**src/rtl/prv32_muldiv_unit_pkg.sv**
```systemverilog
// rtl/prv32_muldiv_unit_pkg.sv - RV32M funct3 codes, FSM states and op-class helpers
package prv32_muldiv_unit_pkg;

  typedef enum logic [2:0] {
    MD_MUL    = 3'b000,
    MD_MULH   = 3'b001,
    MD_MULHSU = 3'b010,
    MD_MULHU  = 3'b011,
    MD_DIV    = 3'b100,
    MD_DIVU   = 3'b101,
    MD_REM    = 3'b110,
    MD_REMU   = 3'b111
  } md_op_e;

  typedef enum logic [2:0] {
    ST_IDLE = 3'd0,
    ST_MUL  = 3'd1,
    ST_DIV  = 3'd2,
    ST_FIX  = 3'd3,
    ST_DONE = 3'd4
  } md_state_e;

  function automatic logic md_is_div(input logic [2:0] f);
    return (f == MD_DIV) || (f == MD_DIVU) || (f == MD_REM) || (f == MD_REMU);
  endfunction

  function automatic logic md_is_rem(input logic [2:0] f);
    return (f == MD_REM) || (f == MD_REMU);
  endfunction

  function automatic logic md_div_signed(input logic [2:0] f);
    return (f == MD_DIV) || (f == MD_REM);
  endfunction

  function automatic logic md_a_signed(input logic [2:0] f);
    return (f == MD_MULH) || (f == MD_MULHSU);
  endfunction

  function automatic logic md_b_signed(input logic [2:0] f);
    return (f == MD_MULH);
  endfunction

endpackage

```
**src/rtl/prv32_div_iter.sv**
```systemverilog
// rtl/prv32_div_iter.sv - restoring radix-2 unsigned divider, one quotient bit per cycle
module prv32_div_iter #(
  parameter int XLEN = 32
) (
  input  logic            clk,
  input  logic            rst,
  input  logic            start,
  input  logic            kill,
  input  logic [XLEN-1:0] dividend,
  input  logic [XLEN-1:0] divisor,
  output logic [XLEN-1:0] quotient,
  output logic [XLEN-1:0] remainder,
  output logic            done
);

  localparam int CW = $clog2(XLEN);

  logic [CW-1:0]   cnt;
  logic            active;
  logic [XLEN-1:0] rem_q;
  logic [XLEN-1:0] quo_q;
  logic [XLEN-1:0] dvs_q;
  logic [XLEN:0]   shifted;
  logic [XLEN-1:0] diff;
  logic            ge;

  // Dividend bits shift out of the quotient register into the partial remainder.
  assign shifted = {rem_q, quo_q[XLEN-1]};
  assign ge      = shifted >= {1'b0, dvs_q};
  assign diff    = shifted[XLEN-1:0] - dvs_q;

  always_ff @(posedge clk or posedge rst) begin
    if (rst) begin
      cnt    <= '0;
      active <= 1'b0;
      rem_q  <= '0;
      quo_q  <= '0;
      dvs_q  <= '0;
    end else if (kill) begin
      cnt    <= '0;
      active <= 1'b0;
    end else if (start) begin
      cnt    <= CW'(XLEN - 1);
      active <= 1'b1;
      rem_q  <= '0;
      quo_q  <= dividend;
      dvs_q  <= divisor;
    end else if (active) begin
      rem_q <= ge ? diff : shifted[XLEN-1:0];
      quo_q <= {quo_q[XLEN-2:0], ge};
      if (cnt == '0) active <= 1'b0;
      else           cnt    <= cnt - CW'(1);
    end
  end

  // High during the final iteration; results are valid from the next cycle.
  assign done      = active && (cnt == '0);
  assign quotient  = quo_q;
  assign remainder = rem_q;

endmodule

```
**src/rtl/prv32_muldiv_unit.sv**
```systemverilog
// rtl/prv32_muldiv_unit.sv - multi-cycle RV32M execute unit with valid/ready handshake
module prv32_muldiv_unit
  import prv32_muldiv_unit_pkg::*;
#(
  parameter int XLEN    = 32,
  parameter int MUL_REG = 1
) (
  input  logic            clk,
  input  logic            rst,
  input  logic            in_valid,
  output logic            in_ready,
  input  logic [2:0]      op,
  input  logic [XLEN-1:0] a,
  input  logic [XLEN-1:0] b,
  input  logic            flush,
  output logic            out_valid,
  input  logic            out_ready,
  output logic [XLEN-1:0] result,
  output logic            busy
);

  localparam logic [XLEN-1:0] XMIN = {1'b1, {(XLEN-1){1'b0}}};

  md_state_e         state_q, state_d;
  logic              accept;
  logic [2:0]        op_q;
  logic              q_neg_q, r_neg_q;
  logic [XLEN-1:0]   result_q;
  logic [2*XLEN-1:0] ax, bx, product, mul_src;
  logic              a_neg, b_neg, div_by_zero, overflow, special;
  logic [XLEN-1:0]   a_mag, b_mag, special_res, fixed_res;
  logic [XLEN-1:0]   div_quo, div_rem;
  logic              div_done;

  function automatic logic [XLEN-1:0] mul_pick(input logic [2*XLEN-1:0] p, input logic [2:0] f);
    return (f == MD_MUL) ? p[XLEN-1:0] : p[2*XLEN-1:XLEN];
  endfunction

  assign accept = in_valid && in_ready && !flush;

  assign ax      = {{XLEN{md_a_signed(op) & a[XLEN-1]}}, a};
  assign bx      = {{XLEN{md_b_signed(op) & b[XLEN-1]}}, b};
  assign product = ax * bx;

  generate
    if (MUL_REG != 0) begin : g_mul_reg
      logic [2*XLEN-1:0] prod_q;
      always_ff @(posedge clk or posedge rst) begin
        if (rst)         prod_q <= '0;
        else if (accept) prod_q <= product;
      end
      assign mul_src = prod_q;
    end else begin : g_mul_comb
      assign mul_src = product;
    end
  endgenerate

  // Divider runs on magnitudes; signs are restored in FIX.
  assign a_neg       = md_div_signed(op) & a[XLEN-1];
  assign b_neg       = md_div_signed(op) & b[XLEN-1];
  assign a_mag       = a_neg ? -a : a;
  assign b_mag       = b_neg ? -b : b;
  assign div_by_zero = (b == '0);
  assign overflow    = md_div_signed(op) && (a == XMIN) && (b == '1);
  assign special     = div_by_zero || overflow;
  assign special_res = div_by_zero ? (md_is_rem(op) ? a : '1) : (md_is_rem(op) ? '0 : XMIN);

  prv32_div_iter #(.XLEN(XLEN)) u_div (
    .clk       (clk),
    .rst       (rst),
    .start     (accept && md_is_div(op) && !special),
    .kill      (flush),
    .dividend  (a_mag),
    .divisor   (b_mag),
    .quotient  (div_quo),
    .remainder (div_rem),
    .done      (div_done)
  );

  assign fixed_res = md_is_rem(op_q) ? (r_neg_q ? -div_rem : div_rem)
                                     : (q_neg_q ? -div_quo : div_quo);

  always_ff @(posedge clk or posedge rst) begin
    if (rst) state_q <= ST_IDLE;
    else     state_q <= state_d;
  end

  always_comb begin
    state_d   = state_q;
    in_ready  = (state_q == ST_IDLE);
    out_valid = (state_q == ST_DONE);
    busy      = (state_q != ST_IDLE);
    case (state_q)
      ST_IDLE: if (accept) begin
        if (md_is_div(op)) state_d = special ? ST_DONE : ST_DIV;
        else               state_d = (MUL_REG != 0) ? ST_MUL : ST_DONE;
      end
      ST_MUL:  state_d = ST_DONE;
      ST_DIV:  if (div_done) state_d = ST_FIX;
      ST_FIX:  state_d = ST_DONE;
      ST_DONE: if (out_ready) state_d = ST_IDLE;
      default: state_d = ST_IDLE;
    endcase
    if (flush) state_d = ST_IDLE;
  end

  // Result only moves on accept, MUL or FIX, so it is frozen throughout DONE.
  always_ff @(posedge clk or posedge rst) begin
    if (rst) begin
      op_q     <= MD_MUL;
      q_neg_q  <= 1'b0;
      r_neg_q  <= 1'b0;
      result_q <= '0;
    end else if (accept) begin
      op_q    <= op;
      q_neg_q <= a_neg ^ b_neg;
      r_neg_q <= a_neg;
      if (md_is_div(op)) begin
        if (special) result_q <= special_res;
      end else if (MUL_REG == 0) begin
        result_q <= mul_pick(mul_src, op);
      end
    end else if (state_q == ST_MUL) begin
      result_q <= mul_pick(mul_src, op_q);
    end else if (state_q == ST_FIX) begin
      result_q <= fixed_res;
    end
  end

  assign result = result_q;

endmodule

```
**config.mk**
```make
export PLATFORM = sky130hd
export DESIGN_NAME = prv32_muldiv_unit
export DESIGN_NICKNAME = d
export VERILOG_FILES = /design/src/rtl/prv32_muldiv_unit_pkg.sv /design/src/rtl/prv32_div_iter.sv /design/src/rtl/prv32_muldiv_unit.sv
export SDC_FILE = /design/constraint.sdc
export NUM_CORES = 2
export LEC_CHECK = 0
export BUFFER_PORTS_ARGS = -buffer_cell sky130_fd_sc_hd__buf_2
export CAP_MARGIN = 20
export CORE_ASPECT_RATIO = 0.75
export CORE_MARGIN = 2
export CORE_UTILIZATION = 65
export CTS_CLUSTER_DIAMETER = 80
export DETAILED_ROUTE_END_ITERATION = 7
export PLACE_DENSITY = 0.94
export SYNTH_ARGS = -nofsm -noshare
export SYNTH_HDL_FRONTEND = slang
export SYNTH_SLANG_ARGS = --single-unit
```
**constraint.sdc**
```tcl
create_clock -name clk -period 7.9 [get_ports clk]
set_input_delay 1.185 -clock clk [delete_from_list [all_inputs] [get_ports clk]]
set_output_delay 1.185 -clock clk [all_outputs]
set_load 0.01 [all_outputs]
```
==> impl_metrics.yaml, run 1 <==
synthesis:
  ys.flop_type: "dfrtp_1"
  synth.avg_cell_area_um2: 8.70
  yosysSeqAreaShare: 0.0992
  synth_edf_count: 0
  yosys-top-cells-area: "fa_1 43%, dfrtp_1 9.9%, inv_1 8.7%"
  synth_top_cell_by_area: "fa_1"
  synthesis.nets: 7422
  syn_area_um2: 51900
  netlist_instances: 5973
  ys_ff_latch: 206
  synth_top_area_share: 0.434
  synthArstFlopShare: 1.00
  yosysWarnings: 0
  ys_types: 78
grt:
  overflow: 7
  grt_util_all_layers: 0.666
  grt_first_pass_wirelength_um: 403000
  grt_pass1_vias: 64236
  grt_max_degree: 127
placed_design:
  dp_hpwl_um: 153000
  io_buffers: 106
  routabilityCongestion: 1.07
  place_area_um2: 57200
run_status:
  stop_stage: "5_1_grt"
  stop_error: "[ERROR GRT-0116] Global routing finished with congestion. Check the congestion regions in the DRC Viewer."
  status: "aborted with a tool error"
clock_tree:
  cts_hold_buf: 0
  clock-sinks: 206
  htreeDepth: 1
  cts_root_buf: "clkbuf_16"
  cts_buffers: 20
  max-clock-path-buffers: 3
floorplan:
  die_h_um: 249
  fp.dieW_um: 330
  row_count: 89
  io_pins: 107
  start_util: 0.659
## cells by family after synthesis
group                    Yosys count  synth area share
buffers and inverters           1578             0.115
AND/OR/NAND/NOR                 1856             0.165
adder cells (fa/ha/maj)         1377             0.494
AO/OA/AOI/OAI                    714            0.0857
flip-flops                       206            0.0992
XOR/XNOR                         215            0.0362
multiplexers                      27           0.00523
## routing by layer
metal  GRT usage  overflow
met2       0.758         3
met4       0.633         4
met5       0.436         0
met3       0.611         0
met1       0.654         0
## timing repair
action | CTS
buffers inserted | 31
endpoints found under the setup margin | 33
cloned | 1
pin swaps | 125
resized for setup | 241
## cells in the mapped netlist, types with 5 or more instances
cell / number
nor2b_1: 13
a311oi_1: 5
or4_1: 22
and3_1: 26
or3b_2: 5
a31oi_1: 70
nor2_1: 186
o2111ai_1: 8
or2_2: 16
nand2_1: 1037
nand4_1: 21
a211oi_1: 38
clkbuf_1: 283
xnor2_1: 127
ha_1: 251
o21a_1: 17
o21ai_1: 7
o41ai_1: 18
buf_1: 78
mux2i_1: 26
o211ai_1: 23
nor4_1: 11
xor2_1: 88
or3_1: 24
inv_1: 1202
nor3b_1: 5
o21bai_1: 16
o21ai_0: 211
buf_2: 12
nand2b_1: 15
a21o_1: 43
a21oi_1: 159
o31ai_1: 41
a211o_1: 5
nor3_1: 36
and2_1: 373
o221ai_1: 16
fa_1: 1126
dfrtp_1: 206
a21boi_0: 6
nand3_1: 48
## through the flow
step | hold WS, ps | utilization | instances | worst slack, ps
floorplan | 439 | - | 5973 | -873
global placement | 455 | 0.726 | 7278 | -738
detailed placement | 461 | 0.726 | 7278 | -1180
CTS | 479 | 0.749 | 7345 | -253
==> inputs of run 2 (changes only) <==
CORE_ASPECT_RATIO = default   (was 0.75)
CORE_UTILIZATION = 40   (was 65)
CTS_CLUSTER_DIAMETER = default   (was 80)
PLACE_DENSITY = default   (was 0.94)
PLACE_DENSITY_LB_ADDON = 0.15   (was default)
==> run 2 against run 1 <==
Against the previous run:
- the flow now finishes, with violations (setup timing)
- synthesized cell count stayed put
- area after synthesis did not move
==> impl_metrics.yaml, run 2 <==
run_status:
  status: "finished with violations"
  violations: "setup timing"
sta:
  worst_slew_pin_slew_ps: 1140
  finalHoldViolations: 0
  fin_ws_ps: -188
  setup_viol: 17
  final_max_slew_viol_count: 0
  max_freq_mhz: 124
  timing.hold.ws_ps: 477
  rsz0062_at_grt: "true"
  finalSetupTns_ps: -1590
  min_period_over_period: 1.02
  period_minus_slack_ps: 8090
  maxSlewHeadroom: 0.238
  fin_worst_skew_ps: 35.1
synthesis:
  ys_ff_latch: 206
  synthArstFlopShare: 1.00
  synth_top_cell_by_area: "fa_1"
  yosysSeqAreaShare: 0.0992
  syn_area_um2: 51900
  synth_common_cells: "1202 x inv_1, 1126 x fa_1, 1037 x nand2_1"
  netlist_instances: 5973
  synth_top_area_share: 0.434
  yosysWarnings: 0
  synthesis.nets: 7422
  ys_types: 78
  synth_most_common_cell: "inv_1"
  synth.avg_cell_area_um2: 8.70
  synth_edf_count: 0
  ys.flop_type: "dfrtp_1"
  yosys-top-cells-area: "fa_1 43%, dfrtp_1 9.9%, inv_1 8.7%"
grt:
  grt_first_pass_wirelength_um: 273000
  antenna_found_initial: 10
  grt_pass1_vias: 43966
  overflow: 0
  grt_max_degree: 97
  grt_util_all_layers: 0.270
clock_tree:
  max-clock-path-buffers: 3
  cts_tree: "yes"
  cts_root_buf: "clkbuf_16"
  clock_latency_ps: 580
  cts.reportedPaths.clkPinSlew_ps: 60
  htreeDepth: 1
  cts_buffers: 26
  clock-sinks: 206
worst_setup_path:
  end_kind: "register"
  worstPathMaxFanout: 6
  path_delay_family: "adder cells"
  startpoint_type: "primary input"
  critPathSlowestCell: "fa_1"
  cp.arrival_ps: 8510
  worstPathBufferInverterCount: 9
  timing.critical_path.mode_cell: "fa_1"
  path_class: "primary input to register"
  worst-endpoint-required_ps: 8330
  slowest_delay_ps: 560
routing:
  firstDrtPassIters: 5
  drc: 0
  drt.antenna.violating_nets: 0
  wl_per_cell_um: 21.8
  routed_wl_um: 177000
  routed_via_density: 5.12
  drt-initial-drc-count: 3122
  vias: 41659
cells_and_area:
  largest_reg_flops: 64
  regMostFlops: "g_mul_reg.prod_q"
  final_common_cell: "inv_1"
  final_cell_mix: "1180 x inv_1, 1096 x fa_1, 1021 x nand2_1"
  drive_gt1_frac: 0.159
  finalNetCount: 7816
  synthToLayoutAreaGrowth_pct: 18.3
placed_design:
  dp_hpwl_um: 148000
  io_buffers: 106
  routabilityCongestion: 0.918
floorplan:
  fp.dieW_um: 364
  row_count: 132
  start_util: 0.402
  core_um2: 129000
  io_pins: 107
  fp.dieArea_um2: 133000
  die_h_um: 364
min_path:
  holdCritPathClass: "register to register"
job:
  max_cap_violations: 0
[run 2: worst min-delay path, delay by kind of cell, from the launching register on]
kind	cells	cell delay (ps)
flops	1	340
simple gates	2	110
[run 2: what timing repair did]
item | in CTS | in global routing
gates cloned | 1 | 3
endpoints found under the setup margin | 32 | 37
setup buffers | 13 | 26
hold buffers | 0 | 0
pin swaps | 53 | 85
endpoints found under the hold margin | 0 | 0
gates resized for setup | 110 | 156
[run 2: metrics by stage]
stage	cell area [um2]	setup WS [ps]	utilization	cells
6_report	61500	-188	0.476	8132
5_1_grt	61400	-394	0.476	8131
4_1_cts	60500	-166	0.468	8096
3_5_place_dp	59100	-1040	0.458	8038
3_3_place_gp	59100	-1060	0.458	8038
2_1_floorplan	52900	-873	-	5973
[run 2: per-layer routing]
metal  GRT usage  vias up  wire, um
met5           0        -         0
met4      0.0629        0      5500
met3      0.0269      175      9460
met2       0.445     1142     83200
met1       0.384    21484     79200
li1            -    18858         -
[run 2: cell families after synthesis]
group / after synthesis / synth area share
buffers and inverters: 1578 / 0.115
XOR/XNOR: 215 / 0.0362
flip-flops: 206 / 0.0992
AO/OA/AOI/OAI: 714 / 0.0857
adder cells (fa/ha/maj): 1377 / 0.494
multiplexers: 27 / 0.00523
AND/OR/NAND/NOR: 1856 / 0.165
[run 2: cell type report]
| cell class | count | area, um2 |
|---|---|---|
| fill | 12621 | 67700 |
| timing repair buffer | 742 | 6790 |
| clock inverter | 10 | 114 |
| tap | 1742 | 2180 |
| inverter | 1202 | 4530 |
| antenna | 6 | 15.0 |
| sequential | 206 | 5150 |
| clock buffer | 35 | 724 |
| multi-input combinational | 4189 | 41900 |
[run 2: path summary, 6_finish.rpt]
path                                        end                start  cells after the start  slack [ps]
max reg2reg                 u_div.remainder[29]  u_div.remainder[12]                     10        4040
min reg2reg                 g_mul_reg.prod_q[3]  g_mul_reg.prod_q[3]                      2         480
min in group asynchronous   u_div.remainder[27]                  rst                      2         720
max in group asynchronous  g_mul_reg.prod_q[18]                  rst                      3        5850
max                        g_mul_reg.prod_q[57]                op[1]                     30        -190
min                         g_mul_reg.prod_q[3]  g_mul_reg.prod_q[3]                      2         480
Power of run 2 is left out: the tool's default activity adds up to more than one toggle a clock period on the data nets, which glitch-free logic cannot reach.
